`src/rtl/sd_kin_sequencer.sv`:
```
// sd_kin_sequencer: steps a sigma-delta generator through a table of kin words.
// Each entry plays for a programmed dwell with gen_reset low, optionally separated
// by a gap with gen_reset high, and the sequence can wrap around indefinitely.
// Output handshake: kin_valid is a 1-cycle pulse (no ready) issued on the cycle
// kin_out takes a new table entry; kin_out and cur_idx then hold until the next
// pulse. done is a 1-cycle pulse at normal completion, never after a stop.
// dbg_state mirrors the internal state for observation.
module sd_kin_sequencer #(
    parameter int BITWIDTH = 32,
    parameter int DEPTH    = 8,
    parameter int CNTW     = 24,
    localparam int AW      = $clog2(DEPTH)
) (
    input  logic                clk,
    input  logic                reset_n,
    input  logic                cfg_we,
    input  logic [AW-1:0]       cfg_addr,
    input  logic [BITWIDTH-1:0] cfg_wdata,
    input  logic [AW:0]         num_entries,
    input  logic [CNTW-1:0]     dwell,
    input  logic [7:0]          gap,
    input  logic                loop_en,
    input  logic                start,
    input  logic                stop,
    output logic [BITWIDTH-1:0] kin_out,
    output logic                gen_reset,
    output logic                kin_valid,
    output logic                busy,
    output logic                done,
    output logic [AW-1:0]       cur_idx,
    output logic [1:0]          dbg_state
);

    typedef enum logic [1:0] {
        S_IDLE  = 2'd0,
        S_LOAD  = 2'd1,
        S_DWELL = 2'd2,
        S_GAP   = 2'd3
    } state_t;

    state_t              state;
    logic [BITWIDTH-1:0] tbl [DEPTH];
    logic [AW-1:0]       idx;
    logic [AW-1:0]       last_q;
    logic [CNTW-1:0]     dwell_m1_q;
    logic [7:0]          gap_q;
    logic                loop_q;
    logic [CNTW-1:0]     cnt;

    logic                start_ok;
    logic [AW-1:0]       nxt_idx;
    logic [CNTW-1:0]     dwell_eff;

    assign dbg_state = state;

    // Start acceptance, next table index and the dwell==0 -> 1 substitution
    always_comb begin
        start_ok  = start && !stop && (num_entries != '0)
                    && (num_entries <= (AW+1)'(DEPTH));
        nxt_idx   = (idx == last_q) ? '0 : idx + 1'b1;
        dwell_eff = (dwell == '0) ? CNTW'(1) : dwell;
    end

    // Table storage: writable only while no sequence is playing
    always_ff @(posedge clk or negedge reset_n) begin
        if (!reset_n) begin
            for (int i = 0; i < DEPTH; i++) tbl[i] <= '0;
        end else if (cfg_we && !busy) begin
            tbl[cfg_addr] <= cfg_wdata;
        end
    end

    // Sequencer FSM with registered outputs; stop overrides everything while active
    always_ff @(posedge clk or negedge reset_n) begin
        if (!reset_n) begin
            state      <= S_IDLE;
            idx        <= '0;
            last_q     <= '0;
            dwell_m1_q <= '0;
            gap_q      <= '0;
            loop_q     <= 1'b0;
            cnt        <= '0;
            kin_out    <= '0;
            gen_reset  <= 1'b1;
            kin_valid  <= 1'b0;
            busy       <= 1'b0;
            done       <= 1'b0;
            cur_idx    <= '0;
        end else begin
            kin_valid <= 1'b0;
            done      <= 1'b0;
            if (state != S_IDLE && stop) begin
                state     <= S_IDLE;
                busy      <= 1'b0;
                gen_reset <= 1'b1;
            end else begin
                case (state)
                    S_IDLE: begin
                        gen_reset <= 1'b1;
                        if (start_ok) begin
                            last_q     <= AW'(num_entries - (AW+1)'(1));
                            dwell_m1_q <= dwell_eff - CNTW'(1);
                            gap_q      <= gap;
                            loop_q     <= loop_en;
                            idx        <= '0;
                            kin_out    <= tbl[0];
                            cur_idx    <= '0;
                            kin_valid  <= 1'b1;
                            busy       <= 1'b1;
                            state      <= S_LOAD;
                        end
                    end
                    S_LOAD: begin
                        gen_reset <= 1'b0;
                        cnt       <= dwell_m1_q;
                        state     <= S_DWELL;
                    end
                    S_DWELL: begin
                        if (cnt == '0) begin
                            gen_reset <= 1'b1;
                            if (idx == last_q && !loop_q) begin
                                busy  <= 1'b0;
                                done  <= 1'b1;
                                state <= S_IDLE;
                            end else begin
                                idx <= nxt_idx;
                                if (gap_q == '0) begin
                                    kin_out   <= tbl[nxt_idx];
                                    cur_idx   <= nxt_idx;
                                    kin_valid <= 1'b1;
                                    state     <= S_LOAD;
                                end else begin
                                    cnt   <= CNTW'(gap_q) - CNTW'(1);
                                    state <= S_GAP;
                                end
                            end
                        end else begin
                            cnt <= cnt - 1'b1;
                        end
                    end
                    S_GAP: begin
                        if (cnt == '0) begin
                            kin_out   <= tbl[idx];
                            cur_idx   <= idx;
                            kin_valid <= 1'b1;
                            state     <= S_LOAD;
                        end else begin
                            cnt <= cnt - 1'b1;
                        end
                    end
                    default: state <= S_IDLE;
                endcase
            end
        end
    end

endmodule

```
`config.mk`:
```
export PLATFORM = sky130hd
export DESIGN_NAME = sd_kin_sequencer
export DESIGN_NICKNAME = d
export VERILOG_FILES = /design/src/rtl/sd_kin_sequencer.sv
export SDC_FILE = /design/constraint.sdc
export NUM_CORES = 1
export LEC_CHECK = 0
export CAP_MARGIN = 40
export CELL_PAD_IN_SITES_DETAIL_PLACEMENT = 0
export CELL_PAD_IN_SITES_GLOBAL_PLACEMENT = 1
export CORE_AREA = 2 2 228 185
export DETAILED_ROUTE_END_ITERATION = 10
export DIE_AREA = 0 0 230 187
export PLACE_DENSITY = 0.77
export SKIP_LAST_GASP = 1
export SLEW_MARGIN = 20
export SYNTH_ARGS = -nofsm -noshare
export SYNTH_HDL_FRONTEND = slang
export SYNTH_SLANG_ARGS = --single-unit
```
`constraint.sdc`:
```
create_clock -name clk -period 3.5 [get_ports clk]
set_input_delay 0.875 -clock clk [delete_from_list [all_inputs] [get_ports clk]]
set_output_delay 0.875 -clock clk [all_outputs]
set_load 0.05 [all_outputs]
```
* After elaboration in Yosys (flattened, before gate mapping)
Index checks and enable logic that the tools add are counted.
Storage, ports and cells: logic and storage cells 136, input port bits 77, register bits after elaboration 360
Operators by class: muxes and demuxes 57, $add $sub $neg 5, order comparisons 5, reductions and logical operators 28, equality and inequality tests 16, bitwise gates (word level) 4
Operator list (number):
- $mux 32 | 10
- $bwmux 256 | 1
- $bmux 32 s3 | 2
- $mux 24 | 5
- $demux 32 s3 | 1
- $pmux 32 s3 | 1
- $pmux 24 s3 | 1
- $logic_not 24->1 | 2
- $sub 24x1->24 const B | 2
- $mux 3 | 8
- $ne 3x3->1 const B | 6
- $mux 1 | 16
- $ge 4x4->1 const B | 3
- $mux 2 | 6
- $ne 2x2->1 const B | 6
- $not 3->4 | 3
- $reduce_and 5->1 | 2
- $pmux 3 s3 | 1
- $reduce_bool 3->1 | 3
- $sub 8x1->9 const B | 1
- $logic_not 8->1 | 1
- $pmux 2 s4 | 1
- $reduce_bool 4->1 | 2
- $logic_and 1x1->1 | 7
- 18 further kinds | 24

* Longest topological paths before layout
Gate-level depths: netlist of the first run.
word-level depth 10, gate-level depth with buffers 12, mapped depth without buffers 11

* Least setup slack after synthesis of the first run
No wires, ideal clock.
path type in2reg, start in dwell[16], end reg dwell_m1_q[22], data arrival time 3.339 ns, cell stages on the path 12, path slack 0.026 ns, data required time 3.365 ns, cells stage by stage or4_1 or4_1 nor2_1 a31oi_1 ha_1 nor3b_1 nand2_1 or2_2 clkbuf_1 nor2_1 xnor2_1 o21ai_0
On the way: longest elaborated chain between the ends 3
RTL lines:
- start, declared | RTL line 20 | input logic [CNTW-1:0] dwell,
- $logic_not 24->1 | RTL line 61 | dwell_eff = (dwell == '0) ? CNTW'(1) : dwell;
- $mux 24 (*) | RTL line 61
- $sub 24x1->24 (*) | RTL line 102 | dwell_m1_q <= dwell_eff - CNTW'(1);
- end signal, assigned | RTL line 102
- end, declared | RTL line 45 | logic [CNTW-1:0] dwell_m1_q;
Every way passes the cells marked *; elsewhere a longest branch is shown, timed or not. A chain may end at the register's enable or synchronous reset.

* Worst setup path in the final report of the first run
start in dwell[16], end reg dwell_m1_q[20]
Same word-level chain as after synthesis.

==> results of run 1 <==
[final timing paths]
| path | start | to | slack [ps] | cells after the start |
|---|---|---|---|---|
| hold reg to reg | dwell_m1_q[0] | dwell_m1_q[0] | 480 | 2 |
| min in group clk | dwell_m1_q[0] | dwell_m1_q[0] | 480 | 2 |
| setup / recovery | dwell[16] | dwell_m1_q[20] | 210 | 12 |
| hold / removal | reset_n | tbl[170] | 270 | 1 |
| setup reg to reg | cnt[6] | kin_out[14] | 440 | 7 |
| max in group asynchronous | reset_n | gen_reset | 2390 | 2 |
[cell usage in the layout (no fill, tap or decap), types with 7 or more instances in the layout]
cell / instances
dfrtp_1: 357
mux2_2: 286
clkdlybuf4s50_1: 116
nand2_1: 108
o21ai_0: 88
buf_4: 74
mux2i_1: 66
mux4_2: 63
nor2_1: 59
a21oi_1: 55
clkbuf_16: 41
a22o_1: 37
a221oi_1: 37
xnor2_1: 29
mux2_4: 28
nor3_1: 22
inv_1: 21
o211ai_1: 21
nor2b_1: 18
a22oi_1: 15
nor4_1: 14
clkbuf_8: 13
a222oi_1: 12
a21boi_0: 12
buf_12: 12
nand2b_1: 11
a32oi_1: 11
or4_1: 10
nor3b_1: 10
o311ai_0: 10
a31oi_1: 9
o2bb2ai_1: 9
ha_1: 9
nand4_1: 7
[registers in the layout (all words and copies together) (netlist names)]
signal	flops
gap_q	8
idx	3
dbg_state	2
last_q	3
dwell_m1_q	24
cnt	24
busy	1
gen_reset	1
loop_q	1
done	1
kin_out	32
tbl	256
kin_valid	1
cur_idx	3
[per-layer routing]
| layer | vias up | track usage [%] |
|---|---|---|
| met5 | - | 0 |
| met2 | 461 | 39.96 |
| met4 | 0 | 7.667 |
| met1 | 7551 | 37.47 |
| li1 | 6500 | - |
| met3 | 97 | 3.963 |
[kinds of logic after synthesis]
| logic type | Yosys count |
|---|---|
| multiplexers | 443 |
| flip-flops | 360 |
| AO/OA/AOI/OAI | 346 |
| AND/OR/NAND/NOR | 306 |
| buffers and inverters | 152 |
| XOR/XNOR | 36 |
| adder cells (fa/ha/maj) | 10 |
[per-stage QoR]
step,setup TNS [ps],hold WS [ps],std cells
6_report,0,274.6,2351
5_1_grt,0,308.6,2351
4_1_cts,0,293.9,2350
3_5_place_dp,-2478,469.9,2279
3_3_place_gp,-2118,463.6,2278
2_1_floorplan,0,445.8,1653
[layout make-up]
class / instances / area [sq um]
fill: 3401 / 17740
multi-input combinational: 1141 / 10190
sequential: 360 / 9017
timing repair buffer: 204 / 1983
clock buffer: 59 / 1224
tap: 552 / 690.7
clock inverter: 12 / 148.9
inverter: 22 / 82.58
antenna: 1 / 2.502
[power by group through the flow]
stage | clock (mW) | combinational [mW] | sequential, mW
floorplan | 0 | 5.90 | 8.07
global placement | 0 | 8.36 | 7.88
detailed placement | 0 | 8.61 | 7.98
CTS | 4.45 | 8.65 | 7.94
global route | 4.64 | 9.36 | 8.27
finish | 4.37 | 8.64 | 7.99
==> impl_results.md, run 1 <==
* CP startpoint kind: input pin
* Crit path buf inv count at 1
* Post-synthesis sequential area ratio at 45.56%
* Yosys warnings at 0
* Most frequent cell on the critical path: or4_1
* Gpl congestion at 0.8540
* TritonCTS clock tree: yes
* P per Cell Area at 899.8 nW/um^2
* Final Slew Violations at 0
* Die width at 230 microns
* Relative slew slack at 45.35%
* Util after Layout at 56.82%
* Yosys cell types at 68
* Layout area overhead at 18.03%
* # nets final at 1856
* Syn nets at 1740
* Max cap viols at 0
* Met2 wire length at 25.17 mm
* Least-Margin Pin Slew at 819.8 ps
* Final hold vios at 0
* Post-CTS Repair Setup Buffers at 0
* Starting density of the core at 48.14%
* Core box area at 41080 sq um
* Yosys top cell area share at 45.43%
* Clock share of power at 20.8%
* CTS root buf: clkbuf_16
* XOR/XNOR Fraction of Synth Area at 1.595%
* DRT Wirelength at 54.69 mm
* Vias post-DR at 14609
* Critical Path RT at 3900 ps
* WP data arrival at 3690 ps
* GRT Util Overall at 25.75%
* Period utilisation layout at 94.03%
* CP max-delay cell: or4_1
* Power Internal at 13.30 mW
* Leak at 9.441 nW
* First-pass GRT wire length at 87.51 mm
* Avg Inst Size Synth at 11.96 sq um
* Metal-1 WL at 24.91 mm
* Num rows at 67
* Post-Place Cell Area at 21960 sq um
* Fraction of registers with async set/reset at 100.0%
* Cell class contributing the biggest share of worst-path delay: simple AND/OR/NAND/NOR gates
* Initial DRT Pass Iterations at 6
* H-tree depth at 2
* Layout cells sized above 1 at 31.70%
* Hpwl dp at 33.93 mm
* Clock skew at 16.86 ps
* CP endpoint kind: flip-flop
* Die Height at 187 microns
* Clock transition at the registers of the reported paths at 60 ps
* Largest family of logic cells by synthesized area: multiplexers
* Count leader, synth: dfrtp_1
* GRT overflow at 0
* DR iter-0 viols at 1259
* WL met3 at 3.201 mm
* Max clock buf depth at 3
* DP Worst Slack at -313.0 ps
* Design area at 23340 sq um
* NetSw at 7.702 mW
* CTS Buf Count at 40
* Die area at 43010 sq um
* Power Total at 21.00 mW
* Compound-Gate Fraction of Synth Area at 12.14%
* Peak supply drop at 0.5007 mV
* Largest cells by area after synthesis: dfrtp_1 45%, mux2_2 16%, mux4_2 7.2%
* Post-synthesis mux area share at 28.93%
* Post-route setup slack at 208.9 ps
* Top Layer Used: met4
* Clock Latency Late Sink at 550 ps
* Cell taking the most area after synthesis: dfrtp_1
* Post-cts sizing count at 0
* Simple-Gate Fraction of Synth Area at 7.789%
* Synthesis-stage register bit count at 360
* Synth Instances at 1653
* IO Port Bufs at 117
* Slowest cell delay on critical path at 550 ps
* WL/cell at 23.26 microns
* Via/cell ratio at 6.214
* CP Cell Sequence: clkdlybuf4s50_1 > or4_1 > or4_1 > nor2_1 > a31oi_1 > ha_1 > nor3b_1 > nand2_1 > or2_2 > nor3_1 > xnor2_1 > o21ai_0
* Worst Setup Path Type: in2reg
* Drt drc at 0
* Comb pwr share at 41.2%
* Clk sinks at 360
* Outcome: finished clean
* Vias in the first global route at 14890
* Initial antenna violation count at 1
* Ys flop type: dfrtp_1
* Sw Ratio at 36.68%
* Pin count of the biggest net entering global routing at 85
* CTS Hold Buffers Added at 0
* RSZ-0062 raised after global routing: false
* Worst Path Max Fanout at 6
* Syn Std Cell Area at 19770 sq um
* HP Class: in2async
* Top cells by count, synth: 359 x dfrtp_1, 286 x mux2_2, 109 x nand2_1, 88 x o21ai_0, 87 x clkbuf_1
* Antenna Nets Post-Route at 0
* I/O Pins at 118
* Fmax at 303.8 MHz
* EDFF count, synth at 0
* Post-Synth Adder-Cell Area at 0.6328%
* Sequential Power Share at 38.1%
* Fin crit period at 3291 ps
* Final Setup Violations at 0
Power figures use the tool's default switching activity.
==> run 2: changes to the inputs <==
--- a/config.mk
+++ b/config.mk
@@ -7,3 +7,3 @@
 export LEC_CHECK = 0
-export CAP_MARGIN = 40
+export CAP_MARGIN = 5
 export CELL_PAD_IN_SITES_DETAIL_PLACEMENT = 0
--- a/constraint.sdc
+++ b/constraint.sdc
@@ -3,2 +3,2 @@
 set_output_delay 0.875 -clock clk [all_outputs]
-set_load 0.05 [all_outputs]
+set_load 0.1 [all_outputs]
==> run 2 against run 1 <==
Net effect: fmax grew 0.83%; design area shrank 1.1%; die area is the same; final cell count shrank 0.47%; via count shrank 1.3%; clock skew shrank 1.3 ps; power grew 1.1%; sequential power is essentially flat; utilization shrank 0.62 points; combinational power grew 6.9%; critical path depth is the same; critical endpoint is now dwell_m1_q[12]; largest cell class unchanged; highest routed layer unchanged.
==> impl_results.md, run 2 (same netlist as run 1, synthesis figures left out) <==
* Outcome: finished clean
* # nets final at 1851 (-0.27%)
* Initial DRT Pass Iterations at 6 (unchanged)
* Setup TNS at 0 ps (unchanged)
* Clock transition at the registers of the reported paths at 50 ps (about the same)
* Fin crit period at 3264 ps (-27.07 ps)
* IO Port Bufs at 117 (unchanged)
* Hpwl dp at 33.52 mm (-1.2%)
* Metal-1 WL at 24.86 mm (-0.18%)
* CP Cell Sequence: clkdlybuf4s50_1 > or4_1 > or4_4 > nor2_4 > a31oi_1 > ha_1 > nor3b_1 > nand2_1 > or2_2 > nor2_1 > xnor2_1 > o21ai_0
* CTS Hold Buffers Added at 0 (unchanged)
* GRT overflow at 0 (unchanged)
* Post-Place Cell Area at 21820 sq um (-0.63%)
* RSZ-0062 raised after global routing: false
* P per Cell Area at 920.3 nW/um^2 (+2.3%)
* Area occupied by multi-input gates at 10200 sq um (+0.11%)
* WL/cell at 22.93 microns (-1.4%)
* Gpl congestion at 0.8282 (-3.0%)
* HP Class: in2async
* Worst Setup Path Type: in2reg
* Layout area overhead at 16.73%
* Filler cells at 3469 (+2.0%)
* Least-Margin Pin Slew at 1010 ps (+190.7 ps)
* Clock skew at 15.59 ps (-1.270 ps)
* Final Slew Violations at 0 (unchanged)
* Peak supply drop at 0.6683 mV (+33%)
* DRT Wirelength at 53.65 mm (-1.9%)
* Relative slew slack at 32.63% (-13 points)
* Power Total at 21.24 mW (+1.1%)
* Design area at 23080 sq um (-1.1%)
* CP max-delay cell: or4_1
* Initial antenna violation count at 1 (unchanged)
* Num rows at 67 (unchanged)
* Commonest non-fill, non-tap cell in the layout: dfrtp_1
* GRT Util Overall at 25.01% (-0.74 points)
* Max reg flops at 256 (unchanged)
* Vias post-DR at 14420 (-1.3%)
* WP data arrival at 3710 ps (+20 ps)
* TritonCTS clock tree: yes
* Worst Path Max Fanout at 6 (unchanged)
* Clk sinks at 360 (unchanged)
* Flop-to-flop setup slack at 370 ps (-70 ps)
* Fmax at 306.4 MHz (+0.83%)
* Most frequent cells in the layout: 357 x dfrtp_1, 286 x mux2_2, 109 x buf_4
* First-pass GRT wire length at 84.84 mm (-3.0%)
* Max clock buf depth at 3 (unchanged)
* Final Setup Violations at 0 (unchanged)
* Period utilisation layout at 93.26% (-0.77 points)
* Met2 wire length at 24.51 mm (-2.7%)
* Drt drc at 0 (unchanged)
* Antenna Nets Post-Route at 0 (unchanged)
* Max cap viols at 0 (unchanged)
* Via/cell ratio at 6.162 (-0.83%)
* I/O Pins at 118 (unchanged)
* Final hold vios at 0 (unchanged)
* Die area at 43010 sq um (unchanged)
* H-tree depth at 2 (unchanged)
* Register area at 9017 sq um (unchanged)
* Worst r2r dst: cur_idx[0]
* Critical Path RT at 3940 ps (+40 ps)
* Die width at 230 microns (unchanged)
* Leak at 9.402 nW (-0.42%)
* CTS root buf: clkbuf_16
* CP endpoint kind: flip-flop
* Vias in the first global route at 14494 (-2.7%)
* Reg2reg path depth at 7 (unchanged)
* WL met3 at 2.884 mm (-9.9%)
* Top Layer Used: met4
* Starting density of the core at 48.14% (unchanged)
* DR iter-0 viols at 1180 (-6.3%)
* Layout cells sized above 1 at 33.46% (+1.8 points)
* Core box area at 41080 sq um (unchanged)
* Slowest cell delay on critical path at 570 ps (+20 ps)
* Clock Latency Late Sink at 540 ps (about the same)
* CTS Buf Count at 41 (+2.5%)
* FF-to-FF Start: cnt[6]
* Most flop-heavy register: tbl
* Die Height at 187 microns (unchanged)
* CP startpoint kind: input pin
* Biggest regs: tbl x256, kin_out x32
* Pin count of the biggest net entering global routing at 87 (+2.4%)
[run 2: cell count changes in the layout (fill, tap and decap cells not counted), sizes merged]
cell           delta
clkdlybuf4s50    -41
buf              +35
clkinv            +1
bufinv            -3
inv               -3
[run 2: power by group]
group	total (mW)	leakage [nW]	switching [mW]	internal, mW
Sequential	7.97	4.47	1.75	6.22
Combinational	9.24	4.32	4.93	4.31
Clock	4.03	0.612	1.68	2.35
Total	21.2	9.40	8.35	12.9
[run 2: routing by layer]
metal  vias to the layer above  track usage [%]
met5                         -                0
li1                       6468                -
met4                         0            7.270
met1                      7428            36.78
met2                       423            38.62
met3                       101            3.659
[run 2: timing repair]
action / 4_1_cts / 5_1_grt
gates resized for setup: 0 / 3
setup endpoints to repair: 0 / 7
setup buffers: 0 / 0
[run 2: critical path: cells and delay by family]
kind / cells / cell delay (ps)
buffers and inverters: 1 / 410
AO/OA/AOI/OAI: 2 / 290
XOR/XNOR: 1 / 110
AND/OR/NAND/NOR: 7 / 1760
adder cells (fa/ha/maj): 1 / 240
[run 2: area by class of cell]
| type | instances | share of cell area (%) |
|---|---|---|
| diodes | 1 | 0.01084 |
| clock buffers | 59 | 5.177 |
| well taps | 552 | 2.992 |
| flip-flops and latches | 360 | 39.07 |
| inverters | 22 | 0.3578 |
| clock inverters | 7 | 0.2114 |
| multi-input cells | 1141 | 44.19 |
| repair buffers | 198 | 7.990 |
[run 2: how the worst max path moves through the flow]
stage                    from              to  slack, ps  cells past startpoint
floorplan           dwell[16]  dwell_m1_q[22]         30                     12
global placement    dwell[16]  dwell_m1_q[20]       -280                     12
detailed placement  dwell[16]  dwell_m1_q[20]       -420                     12
CTS                 dwell[16]  dwell_m1_q[12]        130                     12
global route        dwell[22]  dwell_m1_q[14]         30                     12
finish              dwell[16]  dwell_m1_q[12]        240                     12
[run 2: per-stage QoR]
| step | setup WS [ps] | std cells | util, % | hold WS [ps] |
|---|---|---|---|---|
| floorplan | 25.53 | 1653 | - | 445.8 |
| global placement | -282.1 | 2273 | 53.13 | 466.5 |
| detailed placement | -415.3 | 2273 | 53.13 | 470.9 |
| CTS | 130.8 | 2339 | 56.16 | 341.3 |
| global route | 33.04 | 2340 | 56.19 | 360.4 |
| finish | 236.0 | 2340 | 56.19 | 328.6 |
==> run 3: changes to the inputs <==
CTS_CLUSTER_SIZE = 16   (was not set)
==> results of run 3 <==
Final layout, timing and power as in run 2 (identical DEF).
